<file path="src/rtl/bridge_arb_pkg.sv">
// Shared types and default parameters for the bridge arbiter.
package bridge_arb_pkg;

    typedef enum logic [1:0] {
        StIdle  = 2'd0,
        StIssue = 2'd1,
        StDone  = 2'd2
    } arb_state_e;

    localparam int unsigned DefNumCh      = 4;
    localparam int unsigned DefAddrW      = 26;
    localparam int unsigned DefDataW      = 16;
    localparam int unsigned DefTimeoutCyc = 1024;

    // Byte-enable width for a byte-multiple data bus.
    function automatic int unsigned be_width(input int unsigned data_w);
        return data_w / 8;
    endfunction

endpackage

</file>
<file path="src/rtl/rr_arbiter.sv">
// Combinational round-robin selector: the first requester at or after the
// pointer (wrapping) receives a one-hot grant.
module rr_arbiter #(
    parameter int unsigned NumCh = 4,
    localparam int unsigned PtrW = $clog2(NumCh)
) (
    input  logic [NumCh-1:0] req_i,
    input  logic [PtrW-1:0]  ptr_i,
    output logic [NumCh-1:0] grant_o
);

    // Walk offsets 0..NumCh-1 from the pointer; first requester wins.
    always_comb begin
        logic        found;
        int unsigned idx;
        grant_o = '0;
        found   = 1'b0;
        idx     = 0;
        for (int unsigned off = 0; off < NumCh; off++) begin
            idx = (32'(ptr_i) + off) % NumCh;
            for (int unsigned i = 0; i < NumCh; i++) begin
                if (!found && (i == idx) && req_i[i]) begin
                    grant_o[i] = 1'b1;
                    found      = 1'b1;
                end
            end
        end
    end

endmodule

</file>
<file path="src/rtl/bridge_arbiter.sv">
// Multi-channel arbiter in front of a single bridge master port.
// Round-robin picks one requesting channel, its fields are latched and
// presented on the bridge until acknowledge, then a one-cycle ch_done pulse
// reports completion to the granted channel.
// Optional feature: define BRIDGE_ARB_TIMEOUT_EN to add an acknowledge
// watchdog that aborts after TIMEOUT_CYC cycles and flags ch_err.
module bridge_arbiter
    import bridge_arb_pkg::*;
#(
    parameter int unsigned NUM_CH      = DefNumCh,
    parameter int unsigned ADDR_W      = DefAddrW,
    parameter int unsigned DATA_W      = DefDataW,
    parameter int unsigned TIMEOUT_CYC = DefTimeoutCyc,
    localparam int unsigned BE_W       = be_width(DATA_W)
) (
    input  logic                     clk_clk,
    input  logic                     reset_reset_n,
    input  logic [NUM_CH-1:0]        ch_req,
    input  logic [NUM_CH-1:0]        ch_we,
    input  logic [NUM_CH*ADDR_W-1:0] ch_addr,
    input  logic [NUM_CH*BE_W-1:0]   ch_be,
    input  logic [NUM_CH*DATA_W-1:0] ch_wdata,
    output logic [NUM_CH-1:0]        ch_done,
    output logic [NUM_CH-1:0]        ch_err,
    output logic [DATA_W-1:0]        ch_rdata,
    output logic [ADDR_W-1:0]        bridge_address,
    output logic [BE_W-1:0]          bridge_byte_enable,
    output logic                     bridge_read,
    output logic                     bridge_write,
    output logic [DATA_W-1:0]        bridge_write_data,
    input  logic                     bridge_acknowledge,
    input  logic [DATA_W-1:0]        bridge_read_data
);

    localparam int unsigned PTR_W = $clog2(NUM_CH);

    if (NUM_CH < 2 || NUM_CH > 8) begin : g_bad_num_ch
        $error("NUM_CH must be within 2..8");
    end
    if (DATA_W == 0 || (DATA_W % 8) != 0) begin : g_bad_data_w
        $error("DATA_W must be a non-zero multiple of 8");
    end
    if (TIMEOUT_CYC < 2) begin : g_bad_timeout
        $error("TIMEOUT_CYC must be at least 2");
    end

    arb_state_e          state_q, state_d;
    logic [PTR_W-1:0]    ptr_q, ptr_d;
    logic [PTR_W-1:0]    gnt_q, gnt_d;
    logic [ADDR_W-1:0]   addr_q, addr_d;
    logic [BE_W-1:0]     be_q, be_d;
    logic [DATA_W-1:0]   wdata_q, wdata_d;
    logic                rd_q, rd_d;
    logic                wr_q, wr_d;
    logic [DATA_W-1:0]   rdata_q, rdata_d;
    logic [NUM_CH-1:0]   done_q, done_d;

    logic [NUM_CH-1:0]   grant;
    logic [PTR_W-1:0]    sel_idx;
    logic [ADDR_W-1:0]   addr_arr  [NUM_CH];
    logic [BE_W-1:0]     be_arr    [NUM_CH];
    logic [DATA_W-1:0]   wdata_arr [NUM_CH];

    for (genvar g = 0; g < NUM_CH; g++) begin : g_unflatten
        assign addr_arr[g]  = ch_addr[g*ADDR_W +: ADDR_W];
        assign be_arr[g]    = ch_be[g*BE_W +: BE_W];
        assign wdata_arr[g] = ch_wdata[g*DATA_W +: DATA_W];
    end

    rr_arbiter #(
        .NumCh (NUM_CH)
    ) u_rr_arbiter (
        .req_i   (ch_req),
        .ptr_i   (ptr_q),
        .grant_o (grant)
    );

    // One-hot grant to channel index.
    always_comb begin
        sel_idx = '0;
        for (int i = 0; i < NUM_CH; i++) begin
            if (grant[i]) begin
                sel_idx = PTR_W'(i);
            end
        end
    end

`ifdef BRIDGE_ARB_TIMEOUT_EN
    localparam int unsigned WD_W = $clog2(TIMEOUT_CYC);
    logic [WD_W-1:0]   wd_q, wd_d;
    logic [NUM_CH-1:0] err_q, err_d;
`endif

    // Next-state logic: arbitrate, hold the strobe until ack, then report.
    always_comb begin
        state_d = state_q;
        ptr_d   = ptr_q;
        gnt_d   = gnt_q;
        addr_d  = addr_q;
        be_d    = be_q;
        wdata_d = wdata_q;
        rd_d    = rd_q;
        wr_d    = wr_q;
        rdata_d = rdata_q;
        done_d  = '0;
`ifdef BRIDGE_ARB_TIMEOUT_EN
        wd_d    = wd_q;
        err_d   = '0;
`endif
        case (state_q)
            StIdle: begin
                if (|ch_req) begin
                    gnt_d   = sel_idx;
                    addr_d  = addr_arr[sel_idx];
                    be_d    = be_arr[sel_idx];
                    wdata_d = wdata_arr[sel_idx];
                    wr_d    = ch_we[sel_idx];
                    rd_d    = ~ch_we[sel_idx];
                    // Next search starts just past the channel served now.
                    ptr_d   = (sel_idx == PTR_W'(NUM_CH - 1)) ? '0 : sel_idx + 1'b1;
                    state_d = StIssue;
`ifdef BRIDGE_ARB_TIMEOUT_EN
                    wd_d    = '0;
`endif
                end
            end
            StIssue: begin
                if (bridge_acknowledge) begin
                    rd_d          = 1'b0;
                    wr_d          = 1'b0;
                    rdata_d       = wr_q ? '0 : bridge_read_data;
                    done_d[gnt_q] = 1'b1;
                    state_d       = StDone;
                end
`ifdef BRIDGE_ARB_TIMEOUT_EN
                else if (wd_q == WD_W'(TIMEOUT_CYC - 1)) begin
                    rd_d          = 1'b0;
                    wr_d          = 1'b0;
                    rdata_d       = '0;
                    done_d[gnt_q] = 1'b1;
                    err_d[gnt_q]  = 1'b1;
                    state_d       = StDone;
                end else begin
                    wd_d = wd_q + 1'b1;
                end
`endif
            end
            StDone: begin
                state_d = StIdle;
            end
            default: begin
                state_d = StIdle;
                rd_d    = 1'b0;
                wr_d    = 1'b0;
            end
        endcase
    end

    // State registers with synchronous active-low reset.
    always_ff @(posedge clk_clk) begin
        if (!reset_reset_n) begin
            state_q <= StIdle;
            ptr_q   <= '0;
            gnt_q   <= '0;
            addr_q  <= '0;
            be_q    <= '0;
            wdata_q <= '0;
            rd_q    <= 1'b0;
            wr_q    <= 1'b0;
            rdata_q <= '0;
            done_q  <= '0;
`ifdef BRIDGE_ARB_TIMEOUT_EN
            wd_q    <= '0;
            err_q   <= '0;
`endif
        end else begin
            state_q <= state_d;
            ptr_q   <= ptr_d;
            gnt_q   <= gnt_d;
            addr_q  <= addr_d;
            be_q    <= be_d;
            wdata_q <= wdata_d;
            rd_q    <= rd_d;
            wr_q    <= wr_d;
            rdata_q <= rdata_d;
            done_q  <= done_d;
`ifdef BRIDGE_ARB_TIMEOUT_EN
            wd_q    <= wd_d;
            err_q   <= err_d;
`endif
        end
    end

    assign bridge_address     = addr_q;
    assign bridge_byte_enable = be_q;
    assign bridge_write_data  = wdata_q;
    assign bridge_read        = rd_q;
    assign bridge_write       = wr_q;
    assign ch_done            = done_q;
    assign ch_rdata           = rdata_q;
`ifdef BRIDGE_ARB_TIMEOUT_EN
    assign ch_err             = err_q;
`else
    assign ch_err             = '0;
`endif

endmodule

</file>
<file path="config.mk">
export PLATFORM = sky130hd
export DESIGN_NAME = bridge_arbiter
export DESIGN_NICKNAME = d
export VERILOG_FILES = /design/src/rtl/bridge_arb_pkg.sv /design/src/rtl/rr_arbiter.sv /design/src/rtl/bridge_arbiter.sv
export SDC_FILE = /design/constraint.sdc
export NUM_CORES = 1
export LEC_CHECK = 0
export ABC_AREA = 1
export CAP_MARGIN = 0
export CORE_MARGIN = 2
export CORE_UTILIZATION = 41
export CTS_BUF_LIST = sky130_fd_sc_hd__clkbuf_8
export DETAILED_ROUTE_END_ITERATION = 8
export GPL_ROUTABILITY_DRIVEN = 0
export PLACE_DENSITY = 0.87
export SKIP_CTS_REPAIR_TIMING = 1
export SYNTH_ARGS = -nofsm -noshare
export SYNTH_HDL_FRONTEND = slang
export SYNTH_SLANG_ARGS = --single-unit
</file>
<file path="constraint.sdc">
create_clock -name clk_clk -period 4.95 [get_ports clk_clk]
set_input_delay 0.495 -clock clk_clk [delete_from_list [all_inputs] [get_ports clk_clk]]
set_output_delay 0.495 -clock clk_clk [all_outputs]
set_load 0.02 [all_outputs]
</file>
==> metrics.md <==
| Metric | Value |
|---|---|
| Combinational family with the most area after synthesis | simple AND/OR/NAND/NOR gates |
| Via count of the first global-routing pass | 5170 |
| Chip width | 110 um |
| H-tree levels | 3 |
| TritonCTS buffer count | 9 |
| Wire length per cell after detailed routing | 14.9 um |
| Initial core utilization | 0.424 |
| Commonest non-fill, non-tap cell in the layout | sky130_fd_sc_hd__clkdlybuf4s50_1 |
| Die Y-Extent | 110 um |
| Vias | 5497 |
| Final core area utilization | 0.681 |
| Total iterations of the first detailed-routing run | 5 |
| Total wirelength of the detailed-routed design | 16400 um |
| Synthesized flop and latch total | 72 |
| FP Rows | 38 |
| Clock net sink count | 72 |
| Reported max-cap violation count | 0 |
| Critical path data required time | 5240 ps |
| Synthesized instance count | 721 |
| Share of the yosys chip area belonging to registers | 0.311 |
| Post-synthesis compound-gate area fraction | 0.145 |
| Area of placed instances | 0.00725 mm2 |
| Post-synthesis share of cell area spent on full adders, half adders and majority gates | 0 |
| Number of design-rule violations left by the first detailed-router iteration | 253 |
| Multiplexer share of the synthesized area | 0 |
| RSZ-0062 raised after global routing | false |
| Setup tns final | 0 ps |
| Area used by multi-input combinational logic | 0.00265 mm2 |
| Core area | 0.0109 mm2 |
| Layout Nets | 1156 |
| Cell at the slowest stage of the critical path | sky130_fd_sc_hd__inv_2 |
| Largest net degree at the start of global routing | 61 |
| # placed instances | 1082 |
| Final Critical Period | 3080 ps |
| Clock transition at the register clock pins on the worst setup and hold paths after CTS | 90 ps |
| Final-report hold violation count | 0 |
| Fillers | 951 |
| Root Driver | sky130_fd_sc_hd__clkbuf_8 |
| Sequential standard cell area | 0.00144 mm2 |
| Achievable Freq | 325 MHz |
| Total gr overflow | 0 |
| Most frequently used flop master after synthesis | sky130_fd_sc_hd__dfxtp_1 |
| Final cell area excluding filler cells | 0.00745 mm2 |
| Clock latency on the worst-skew pair | 340 ps |
| Final-report max-slew violation count | 0 |
| Normalized max-slew margin | 0.251 |
| Final setup vio count | 0 |
| Antenna-violating nets left | 0 |
| Most prevalent standard cell on the critical path | sky130_fd_sc_hd__inv_1 |
| Clock tree from TritonCTS | built |
| Post-detail-place hpwl | 11800 um |
| Setup CP Type | in -> reg |
| Xor and xnor fraction of the mapped netlist area | 0 |
| Sequence of cells on the critical path | clkdlybuf4s50_1 -> inv_1 -> nor3_1 -> nor2_1 -> inv_1 -> nor2_1 -> nand2_1 -> nand2_4 -> inv_2 -> nand2_4 -> inv_2 -> o21ai_1 -> nand3_1 -> nand2_1 -> inv_1 |
| Num ports | 273 |
| DRC | 0 |
| Final non-filler cell total | 1098 |
| Largest fanout of any net on the critical path | 46 |
| Number of warnings printed during yosys synthesis | 0 |
| Global router's overall resource usage | 0.255 |
| Avg Synthesized Cell Area | 6.43 um2 |
| HP Class | reg -> reg |
| Worst clock skew | 11.7 ps |
| EDFF count, synth | 0 |
| Element type at the critical path start | input pin |
| Buffers added on ports | 268 |
| Peak ir drop on the vdd network | 0.284 mV |
| Sort of element at the end of the critical path | flop |
| Simple-Gate Fraction of Synth Area | 0.424 |
| Delay of the slowest critical-path stage | 650 ps |
| Share of synthesized flip-flops with an asynchronous set or reset | 0 |
| Lkg Pwr | 3.30 nW |
| Sum of internal, switching and leakage power | 0.00324 W |
| Result of the run | finished clean |
| Initial antenna violation count | 0 |
| Tcrit/Tclk final | 0.622 |
| Top library cells by usage in the layout, fill and taps aside | sky130_fd_sc_hd__clkdlybuf4s50_1 (268), sky130_fd_sc_hd__nor2_1 (191), sky130_fd_sc_hd__nand2_1 (94) |
| Netlist cell types | 28 |
| Netlist area before placement | 0.00464 mm2 |
| Via count normalized by instance count | 5.01 |
| Area growth from synthesis to layout | 60.6% |
| Antenna cell count | 0 |
| Clock Tree Buf Depth | 2 |
| Fraction of layout cells with a size suffix above 1 | 0.0553 |
| First-pass GRT wire length | 24200 um |
| Die Outline Area | 0.0122 mm2 |
| Power Density | 434 mW/mm2 |
| CP Data Arrival Time | 3370 ps |
| Worst Tran Pin Value | 1120 ps |
==> through the flow <==
step / hold slack, ps / setup slack (ps)
after detailed placement: 445 / 1520
final: 451 / 1870
after floorplan: 421 / 3020
after global placement: 439 / 1560
after global routing: 493 / 1560
after CTS: 459 / 1880
==> kinds of logic after synthesis <==
kind of cell    Yosys count
compound gates          100
buf+inv                 121
flops                    72
other cells               1
simple gates            427
==> critical path: cells and delay by family <==
| kind | cells | cell delay (ps) |
|---|---|---|
| AND/OR/NAND/NOR | 8 | 1050 |
| AO/OA/AOI/OAI | 1 | 160 |
| buffers and inverters | 6 | 1600 |
==> sequential cells by signal, summed over array words and instances, names as in the netlist <==
register / cells
ptr_q: 2
bridge_byte_enable: 2
gnt_q: 2
bridge_write: 1
state_q: 2
ch_done: 4
bridge_read: 1
bridge_address: 26
ch_rdata: 16
bridge_write_data: 16
==> metal layers <==
| layer | global-route usage | part of all wire | vias up |
|---|---|---|---|
| li1 | - | - | 2793 |
| met1 | 0.275 | 0.37 | 2428 |
| met2 | 0.470 | 0.49 | 249 |
| met3 | 0.0811 | 0.11 | 27 |
| met4 | 0.0857 | 0.019 | 0 |
| met5 | 0 | 0 | - |
==> path summary, 6_finish.rpt <==
check                                             end  cells after the start  slack [ps]      start
worst max-delay path               bridge_address[17]                     15        1870  ch_req[2]
worst min-delay path                       ch_done[0]                      1         450   gnt_q[1]
worst max register to register  bridge_write_data[15]                     16        2070   ptr_q[1]
worst min register to register             ch_done[0]                      1         450   gnt_q[1]
==> cell usage after synthesis, drive strengths merged (2+ instances only) <==
| master | instances | area (um2) |
|---|---|---|
| a21oi | 7 | 35.0 |
| buf | 35 | 234 |
| clkbuf | 20 | 75.1 |
| clkinv | 2 | 7.51 |
| dfxtp | 72 | 1440 |
| inv | 64 | 240 |
| nand2 | 99 | 404 |
| nand3 | 83 | 420 |
| nand3b | 45 | 372 |
| nor2 | 193 | 734 |
| nor3 | 6 | 30.0 |
| o211ai | 45 | 388 |
| o21ai | 47 | 235 |
==> final cells by class <==
cell class                      count  share of cell area
Clock buffer                        9              0.0166
Clock inverter                      7              0.0106
Inverter                           66              0.0332
Multi-Input combinational cell    531               0.356
Sequential cell                    72               0.193
Tap cell                          140              0.0235
Timing Repair Buffer              273               0.367
==> power by group <==
part | leakage [nW] | internal (W) | switching, W | total, W
combinational | 2.61 | 0.000799 | 0.00116 | 0.00196
clock | 0.0929 | 0.000238 | 0.000251 | 0.000489
sequential | 0.595 | 0.000712 | 0.0000722 | 0.000784
total | 3.30 | 0.00175 | 0.00149 | 0.00324
(Power assumes the default switching activity.)
